===== src/rtl/knn_ctrl_pkg.sv =====
// Shared definitions for the k-NN pass sequencer.
//   state_t  : sequencer states, 3-bit encoding (IDLE/CLR/RUN/READ/DONE)
//   KNN_ID_W : width of the datap_id carried to and from the k-NN list
package knn_ctrl_pkg;

    localparam int KNN_ID_W = 8;

    typedef enum logic [2:0] {
        IDLE = 3'd0,
        CLR  = 3'd1,
        RUN  = 3'd2,
        READ = 3'd3,
        DONE = 3'd4
    } state_t;

endpackage


===== src/rtl/knn_ctrl_credit_cnt.sv =====
// Request/response bookkeeping for one k-NN pass.
// Counts issued distance requests and received responses, and derives from
// them whether another request may be issued and whether every requested
// distance has come back.
// Ports:
//   clk, rst   : clock, synchronous active-high reset
//   clear      : restart both counters for a new pass
//   issue      : a request is issued this cycle
//   recv       : a response is accepted this cycle
//   n_datap    : training points in the current pass (latched copy)
//   iss_cnt    : requests issued so far (also the next request address)
//   rcv_cnt    : responses accepted so far (also the next insert id)
//   can_issue  : points remain and the in-flight limit is not reached
//   has_out    : at least one request is awaiting its response
//   all_rcvd   : every point of the pass has been received
module knn_ctrl_credit_cnt #(
    parameter int ADDR_W  = 8,
    parameter int MAX_OUT = 4
) (
    input  logic              clk,
    input  logic              rst,
    input  logic              clear,
    input  logic              issue,
    input  logic              recv,
    input  logic [ADDR_W-1:0] n_datap,
    output logic [ADDR_W-1:0] iss_cnt,
    output logic [ADDR_W-1:0] rcv_cnt,
    output logic              can_issue,
    output logic              has_out,
    output logic              all_rcvd
);

    localparam logic [ADDR_W-1:0] MAX_OUT_V = ADDR_W'(MAX_OUT);

    logic [ADDR_W-1:0] out_cnt;

    always_ff @(posedge clk) begin
        if (rst || clear) begin
            iss_cnt <= '0;
            rcv_cnt <= '0;
        end else begin
            if (issue) begin
                iss_cnt <= iss_cnt + ADDR_W'(1);
            end
            if (recv) begin
                rcv_cnt <= rcv_cnt + ADDR_W'(1);
            end
        end
    end

    // Responses return in request order, so the in-flight count is simply
    // the difference; a same-cycle issue and receive leave it unchanged.
    assign out_cnt   = iss_cnt - rcv_cnt;
    assign can_issue = (iss_cnt < n_datap) && (out_cnt < MAX_OUT_V);
    assign has_out   = (out_cnt != '0);
    assign all_rcvd  = (rcv_cnt == n_datap);

endmodule


===== src/rtl/knn_ctrl.sv =====
// Sequencer for one k-NN classification pass.
// On start it clears the k-NN list, streams n_datap training-point addresses
// to the distance unit (at most MAX_OUT in flight), forwards each returned
// distance tagged with its datap_id into the list, then reads the NBR_KNN
// stored ids back out one per cycle and pulses done.
// Ports:
//   clk, rst                : clock, synchronous active-high reset
//   start, n_datap          : begin a pass (IDLE only); point count latched
//   busy, done              : pass in progress; one-cycle end-of-pass pulse
//   tr_rd_en, tr_rd_addr    : distance request to the distance unit
//   dist_valid, dist_in     : in-order distance results
//   list_rst                : one-cycle k-NN list clear
//   list_valid/id/dist      : insert strobe and entry to the k-NN list
//   list_sel, list_info     : list readout slot and its (combinational) id
//   res_valid/idx/id        : registered readout results
// Optional feature: define KNN_CTRL_PERF_EN to add perf_cyc[31:0], the
// start-to-done cycle count (inclusive), cleared on start, saturating.
module knn_ctrl
    import knn_ctrl_pkg::*;
#(
    parameter int DATA_W  = 32,
    parameter int ADDR_W  = 8,
    parameter int NBR_KNN = 4,
    parameter int MAX_OUT = 4
) (
    input  logic                       clk,
    input  logic                       rst,
    input  logic                       start,
    input  logic [ADDR_W-1:0]          n_datap,
    output logic                       busy,
    output logic                       done,
    output logic                       tr_rd_en,
    output logic [ADDR_W-1:0]          tr_rd_addr,
    input  logic                       dist_valid,
    input  logic [DATA_W-1:0]          dist_in,
    output logic                       list_rst,
    output logic                       list_valid,
    output logic [KNN_ID_W-1:0]        list_id,
    output logic [DATA_W-1:0]          list_dist,
    output logic [$clog2(NBR_KNN)-1:0] list_sel,
    input  logic [KNN_ID_W-1:0]        list_info,
    output logic                       res_valid,
    output logic [$clog2(NBR_KNN)-1:0] res_idx,
    output logic [KNN_ID_W-1:0]        res_id
`ifdef KNN_CTRL_PERF_EN
    ,
    output logic [31:0]                perf_cyc
`endif
);

    localparam int SEL_W = $clog2(NBR_KNN);
    // The readout counter must reach NBR_KNN itself: one extra READ cycle
    // lets the last registered result appear before DONE.
    localparam int RD_W = $clog2(NBR_KNN + 1);
    localparam logic [RD_W-1:0] RD_LAST = RD_W'(NBR_KNN);

    state_t            state;
    state_t            state_nxt;
    logic [ADDR_W-1:0] n_lat;
    logic [RD_W-1:0]   rd_cnt;
    logic [ADDR_W-1:0] iss_cnt;
    logic [ADDR_W-1:0] rcv_cnt;
    logic              can_issue;
    logic              has_out;
    logic              all_rcvd;
    logic              issue;
    logic              recv;
    logic              rd_capture;

    knn_ctrl_credit_cnt #(
        .ADDR_W  (ADDR_W),
        .MAX_OUT (MAX_OUT)
    ) u_credit (
        .clk       (clk),
        .rst       (rst),
        .clear     (state == CLR),
        .issue     (issue),
        .recv      (recv),
        .n_datap   (n_lat),
        .iss_cnt   (iss_cnt),
        .rcv_cnt   (rcv_cnt),
        .can_issue (can_issue),
        .has_out   (has_out),
        .all_rcvd  (all_rcvd)
    );

    assign rd_capture = (state == READ) && (rd_cnt < RD_LAST);

    always_ff @(posedge clk) begin
        if (rst) begin
            state <= IDLE;
        end else begin
            state <= state_nxt;
        end
    end

    always_ff @(posedge clk) begin
        if (rst) begin
            n_lat <= '0;
        end else if ((state == IDLE) && start) begin
            n_lat <= n_datap;
        end
    end

    always_ff @(posedge clk) begin
        if (rst) begin
            rd_cnt <= '0;
        end else if (state == READ) begin
            rd_cnt <= rd_cnt + RD_W'(1);
        end else begin
            rd_cnt <= '0;
        end
    end

    // list_info is combinational on list_sel, so the id read in slot r is
    // registered here and presented one cycle later together with r.
    always_ff @(posedge clk) begin
        if (rst) begin
            res_valid <= 1'b0;
            res_idx   <= '0;
            res_id    <= '0;
        end else begin
            res_valid <= rd_capture;
            res_idx   <= rd_capture ? rd_cnt[SEL_W-1:0] : '0;
            res_id    <= rd_capture ? list_info : '0;
        end
    end

`ifdef KNN_CTRL_PERF_EN
    // The start cycle itself counts as 1; every non-IDLE cycle through DONE
    // adds one, after which the value holds until the next start.
    always_ff @(posedge clk) begin
        if (rst) begin
            perf_cyc <= '0;
        end else if ((state == IDLE) && start) begin
            perf_cyc <= 32'd1;
        end else if ((state != IDLE) && (perf_cyc != '1)) begin
            perf_cyc <= perf_cyc + 32'd1;
        end
    end
`endif

    always_comb begin
        state_nxt  = state;
        busy       = 1'b0;
        done       = 1'b0;
        list_rst   = 1'b0;
        tr_rd_en   = 1'b0;
        tr_rd_addr = '0;
        list_valid = 1'b0;
        list_id    = '0;
        list_dist  = '0;
        list_sel   = '0;
        issue      = 1'b0;
        recv       = 1'b0;
        case (state)
            IDLE: begin
                if (start) begin
                    state_nxt = CLR;
                end
            end
            CLR: begin
                busy      = 1'b1;
                list_rst  = 1'b1;
                state_nxt = (n_lat == '0) ? DONE : RUN;
            end
            RUN: begin
                busy       = 1'b1;
                issue      = can_issue;
                tr_rd_en   = can_issue;
                tr_rd_addr = can_issue ? iss_cnt : '0;
                // A response with nothing in flight is a protocol error and
                // is dropped rather than inserted.
                recv       = dist_valid && has_out;
                list_valid = recv;
                list_id    = recv ? KNN_ID_W'(rcv_cnt) : '0;
                list_dist  = recv ? dist_in : '0;
                if (all_rcvd) begin
                    state_nxt = READ;
                end
            end
            READ: begin
                busy = 1'b1;
                if (rd_capture) begin
                    list_sel = rd_cnt[SEL_W-1:0];
                end
                if (rd_cnt == RD_LAST) begin
                    state_nxt = DONE;
                end
            end
            DONE: begin
                done      = 1'b1;
                state_nxt = IDLE;
            end
            default: begin
                state_nxt = IDLE;
            end
        endcase
    end

endmodule

===== config.mk =====
export PLATFORM = sky130hd
export DESIGN_NAME = knn_ctrl
export DESIGN_NICKNAME = d
export VERILOG_FILES = /design/src/rtl/knn_ctrl_pkg.sv /design/src/rtl/knn_ctrl_credit_cnt.sv /design/src/rtl/knn_ctrl.sv
export SDC_FILE = /design/constraint.sdc
export NUM_CORES = 1
export LEC_CHECK = 0
export BUFFER_PORTS_ARGS = -buffer_cell sky130_fd_sc_hd__buf_2
export CAP_MARGIN = 5
export CORE_AREA = 10 10 87 89
export DETAILED_ROUTE_END_ITERATION = 12
export DIE_AREA = 0 0 97 99
export PLACE_DENSITY = 0.81
export SETUP_SLACK_MARGIN = 0.05
export SYNTH_ARGS = -nofsm -noshare
export SYNTH_HDL_FRONTEND = slang
export SYNTH_SLANG_ARGS = --single-unit

===== constraint.sdc =====
create_clock -name clk -period 4.8 [get_ports clk]
set_clock_uncertainty 0.2 [all_clocks]
set_input_delay 1.44 -clock clk [delete_from_list [all_inputs] [get_ports clk]]
set_output_delay 1.44 -clock clk [all_outputs]
set_load 0.005 [all_outputs]

==> flow_summary.yaml <==
power_and_ir_drop:
  pwr-share-seq_pct: 47.9
  clkPwrFrac_pct: 36.7
  ir_drop_mv: 0.144
  p_comb_share_pct: 15.4
  switching_share_pct: 26.7
  internal_power_uw: 563
  cellLeakagePower_nw: 1.73
  p_switching_uw: 205
  powerDensity_nw_per_um2: 218
  power.total_uw: 768
global_routing:
  grt.total_usage_pct: 15.6
  grt_pass1_vias: 2710
  grt_pass1_wl_mm: 12.8
  grt_max_degree: 43
  antenna_found_initial: 0
  grt-ovfl-total: 0
clock_tree:
  hold_buffers: 0
  clockBufferDepth: 2
  cts_tree: "yes"
  clkLatencyLatePin_ps: 300
  cts.sinks: 41
  clk_pin_slew_worst_paths_ps: 90
  cts_max_level: 2
  cts-root-buf: "clkbuf_8"
  cts_buffers: 5
logic_synthesis:
  synth_edf_count: 0
  ys_seq_elements: 41
  syn_inst: 325
  netlist_area_um2: 2590
  synth_area_per_cell_um2: 7.97
  ys_types: 47
  async_flop_share_pct: 0
  ys_warn_count: 0
  ys.flop_type: "dfxtp_1"
  seq_area_frac_synth_pct: 31.7
  syn-num-nets: 396
critical_path:
  crit_path_cell_trace: "inv_4 > ha_4 > inv_2 > fa_2 > and3_4 > or3_4 > a221oi_4 > o221ai_2 > o21ai_4 > buf_6 > buf_12 > clkinv_8 > and2_1 > buf_2"
  ff2ff_setup_slack_ps: 1600
  reg2regPathDepth: 14
  startpoint_type: "register"
  crit_slowest_cell: "dfxtp_4"
  worst_ep_required_time_ps: 3160
  rr_endpoint: "u_credit.rcv_cnt[5]"
  path_class: "reg2out"
  worstPathArrival_ps: 3070
  crit-reg2reg-launch: "u_credit.iss_cnt[0]"
  slowest_delay_ps: 370
  cp-end-kind: "primary output"
  crit_fanout: 6
run_status:
  status: "finished clean"
cells_and_area:
  drive_above_1_share_pct: 35.3
  fillers: 483
  diodes: 0
  final_core_util_pct: 60.2
  area_delta_synth_final_pct: 36.2
  nets: 520
routing:
  first_pass_iters: 4
  viasPerCell: 5.27
  drc: 0
  routedWlPerCell_um: 16.1
  vias: 2767
  dr.first_iter.drc_count: 173
  postRouteAntennaNets: 0
  routed_wl_mm: 8.47
sta:
  min_period_ps: 4710
  relSlewSlack_pct: 58.8
  tns_ps: 0
  period_share_pct: 98.0
  worst-slew-pin-transition_ps: 614
  hold_viol: 0
  worst_slack_ps: 94.6
  rsz0062_at_grt: "yes"
  finalSetupViolCount: 0
  slew_violations: 0
  max_clock_freq_mhz: 213
die:
  dieWidth_um: 97
  io_pins: 118
  initial_core_util_pct: 44.2
  core_area_um2: 5850
  dieArea_um2: 9600
  die_y_um: 99
  rows: 28
hold_path:
  hold_start: "rd_cnt[0]"
  min_path_type: "reg2reg"
  min_path_cells: 1
  min_to: "rd_cnt[0]"
job:
  maxCapViolations: 0
placed_design:
  dpl.hpwl_mm: 6.32
  portBuffers: 117
  gp_congestion: 0.884
  dp_slack_ps: 231
[worst max-delay path by stage]
stage | slack, ps | to | startpoint
after floorplan | 530 | list_dist[25] | u_credit.rcv_cnt[0]
after global placement | 340 | list_dist[21] | u_credit.iss_cnt[0]
after detailed placement | 230 | list_dist[21] | u_credit.iss_cnt[0]
after CTS | 80 | list_dist[21] | u_credit.iss_cnt[0]
after global routing | -7 | list_dist[0] | u_credit.iss_cnt[0]
final | 90 | list_dist[5] | u_credit.iss_cnt[0]
[cells by family (layout without fill, tap and decap cells)]
group           after synthesis  count (layout)  synth area share [%]
xor+xnor                     18              18                  6.09
buf+inv                      37             162                  5.51
compound gates               51              51                  13.0
mux                           3               3                  1.16
fa+ha+maj                    19              19                  9.47
simple gates                156             156                  33.0
flops                        41              41                  31.7
[cell usage after synthesis (2+ instances only)]
cell type  number  area (um^2)
nand3_1         3         15.0
nor2_1         26         97.6
o21a_1          2         15.0
a22oi_1         2         15.0
nand2b_1        3         18.8
and2_1         53          332
nand2_1        30          113
a21oi_1        20          100
nor3_1          7         35.0
inv_1          21         78.8
a21o_1          2         15.0
mux2i_1         3         30.0
ha_1           18          225
nor4_1          7         43.8
a211oi_1        2         15.0
xor2_1          3         26.3
dfxtp_1        41          821
xnor2_1        15          131
nor4b_2         2         30.0
clkbuf_1       12         45.0
nand4_1         7         43.8
nor3b_1         2         15.0
o211ai_1        2         15.0
o21ai_0         5         25.0
and3_1          2         12.5
o21ai_1         4         20.0
o31ai_1         2         15.0
buf_2           3         15.0
or3_1           8         50.1
[power by group through the flow]
| stage | Sequential, mW | Clock, mW | Combinational, mW |
|---|---|---|---|
| floorplan | 0.366 | 0 | 0.0751 |
| global placement | 0.374 | 0 | 0.107 |
| detailed placement | 0.376 | 0 | 0.110 |
| CTS | 0.367 | 0.282 | 0.111 |
| global route | 0.370 | 0.297 | 0.133 |
| finish | 0.368 | 0.282 | 0.119 |
[worst max-delay path, delay by kind of cell, from the launching register on]
kind                       cells  cell delay (ps)
AOI/OAI and AO/OA              3              700
adders and majority gates      2              490
buffers and inverters          6              570
DFF                            1              370
and+or+nand+nor                3              650
[per-layer routing]
layer	wire length (um)	part of all wire (%)	vias up	global-route usage, %
met5	0	0	-	0
met4	106	1.3	0	4.20
met3	772	9.1	7	6.49
met2	4310	51	110	28.1
met1	3280	39	1289	16.4
li1	-	-	1361	-
[final cells by class]
class	count	area (um^2)	area share [%]
clock buffer	6	72.6	2.06
inverter	22	92.6	2.63
timing repair buffer	127	682	19.3
timing repair inverter	5	43.8	1.24
clock inverter	2	38.8	1.10
multi-input combinational	247	1670	47.4
tap	75	93.8	2.66
sequential	41	832	23.6
[stage by stage]
stage	hold slack [ps]	cell area, um^2	instances
2_1_floorplan	217	2590	325
3_3_place_gp	233	3230	505
3_5_place_dp	252	3230	505
4_1_cts	272	3350	514
5_1_grt	301	3520	525
6_report	269	3520	525
[flip-flops by register name, indices dropped and copies added, names as in the netlist]
register / cells
n_lat: 8
res_id: 8
u_credit.iss_cnt: 8
u_credit.rcv_cnt: 8
rd_cnt: 3
state: 3
res_idx: 2
res_valid: 1
[cells in the final DEF (no fill, tap or decap), types with 2 or more instances in the layout]
master    count
nand2b_1      3
a211oi_1      2
dfxtp_4       2
buf_4         6
xnor2_1      15
ha_1         17
o21ai_1       4
dfxtp_2       3
nand3_1       3
dfxtp_1      36
o21a_1        2
a22oi_1       2
clkbuf_8      5
or3_1         7
clkinv_2      2
nand2_1      30
nor4_1        7
a21oi_1      20
a21o_1        2
buf_2       117
nor4b_2       2
and2_1       53
nand4_1       7
inv_6         2
xor2_1        3
nor3b_1       2
o211ai_1      2
o21ai_0       5
o31ai_1       2
inv_1        19
mux2i_1       3
nor2_1       26
nor3_1        7
[timing repair]
action | in CTS | in global routing
endpoints found under the setup margin | 34 | 49
gates resized for setup | 1 | 31
pin swaps | 0 | 5
buffers inserted | 1 | 5
gates cloned | 0 | 5
No activity file was read; power rests on OpenSTA's default activity.
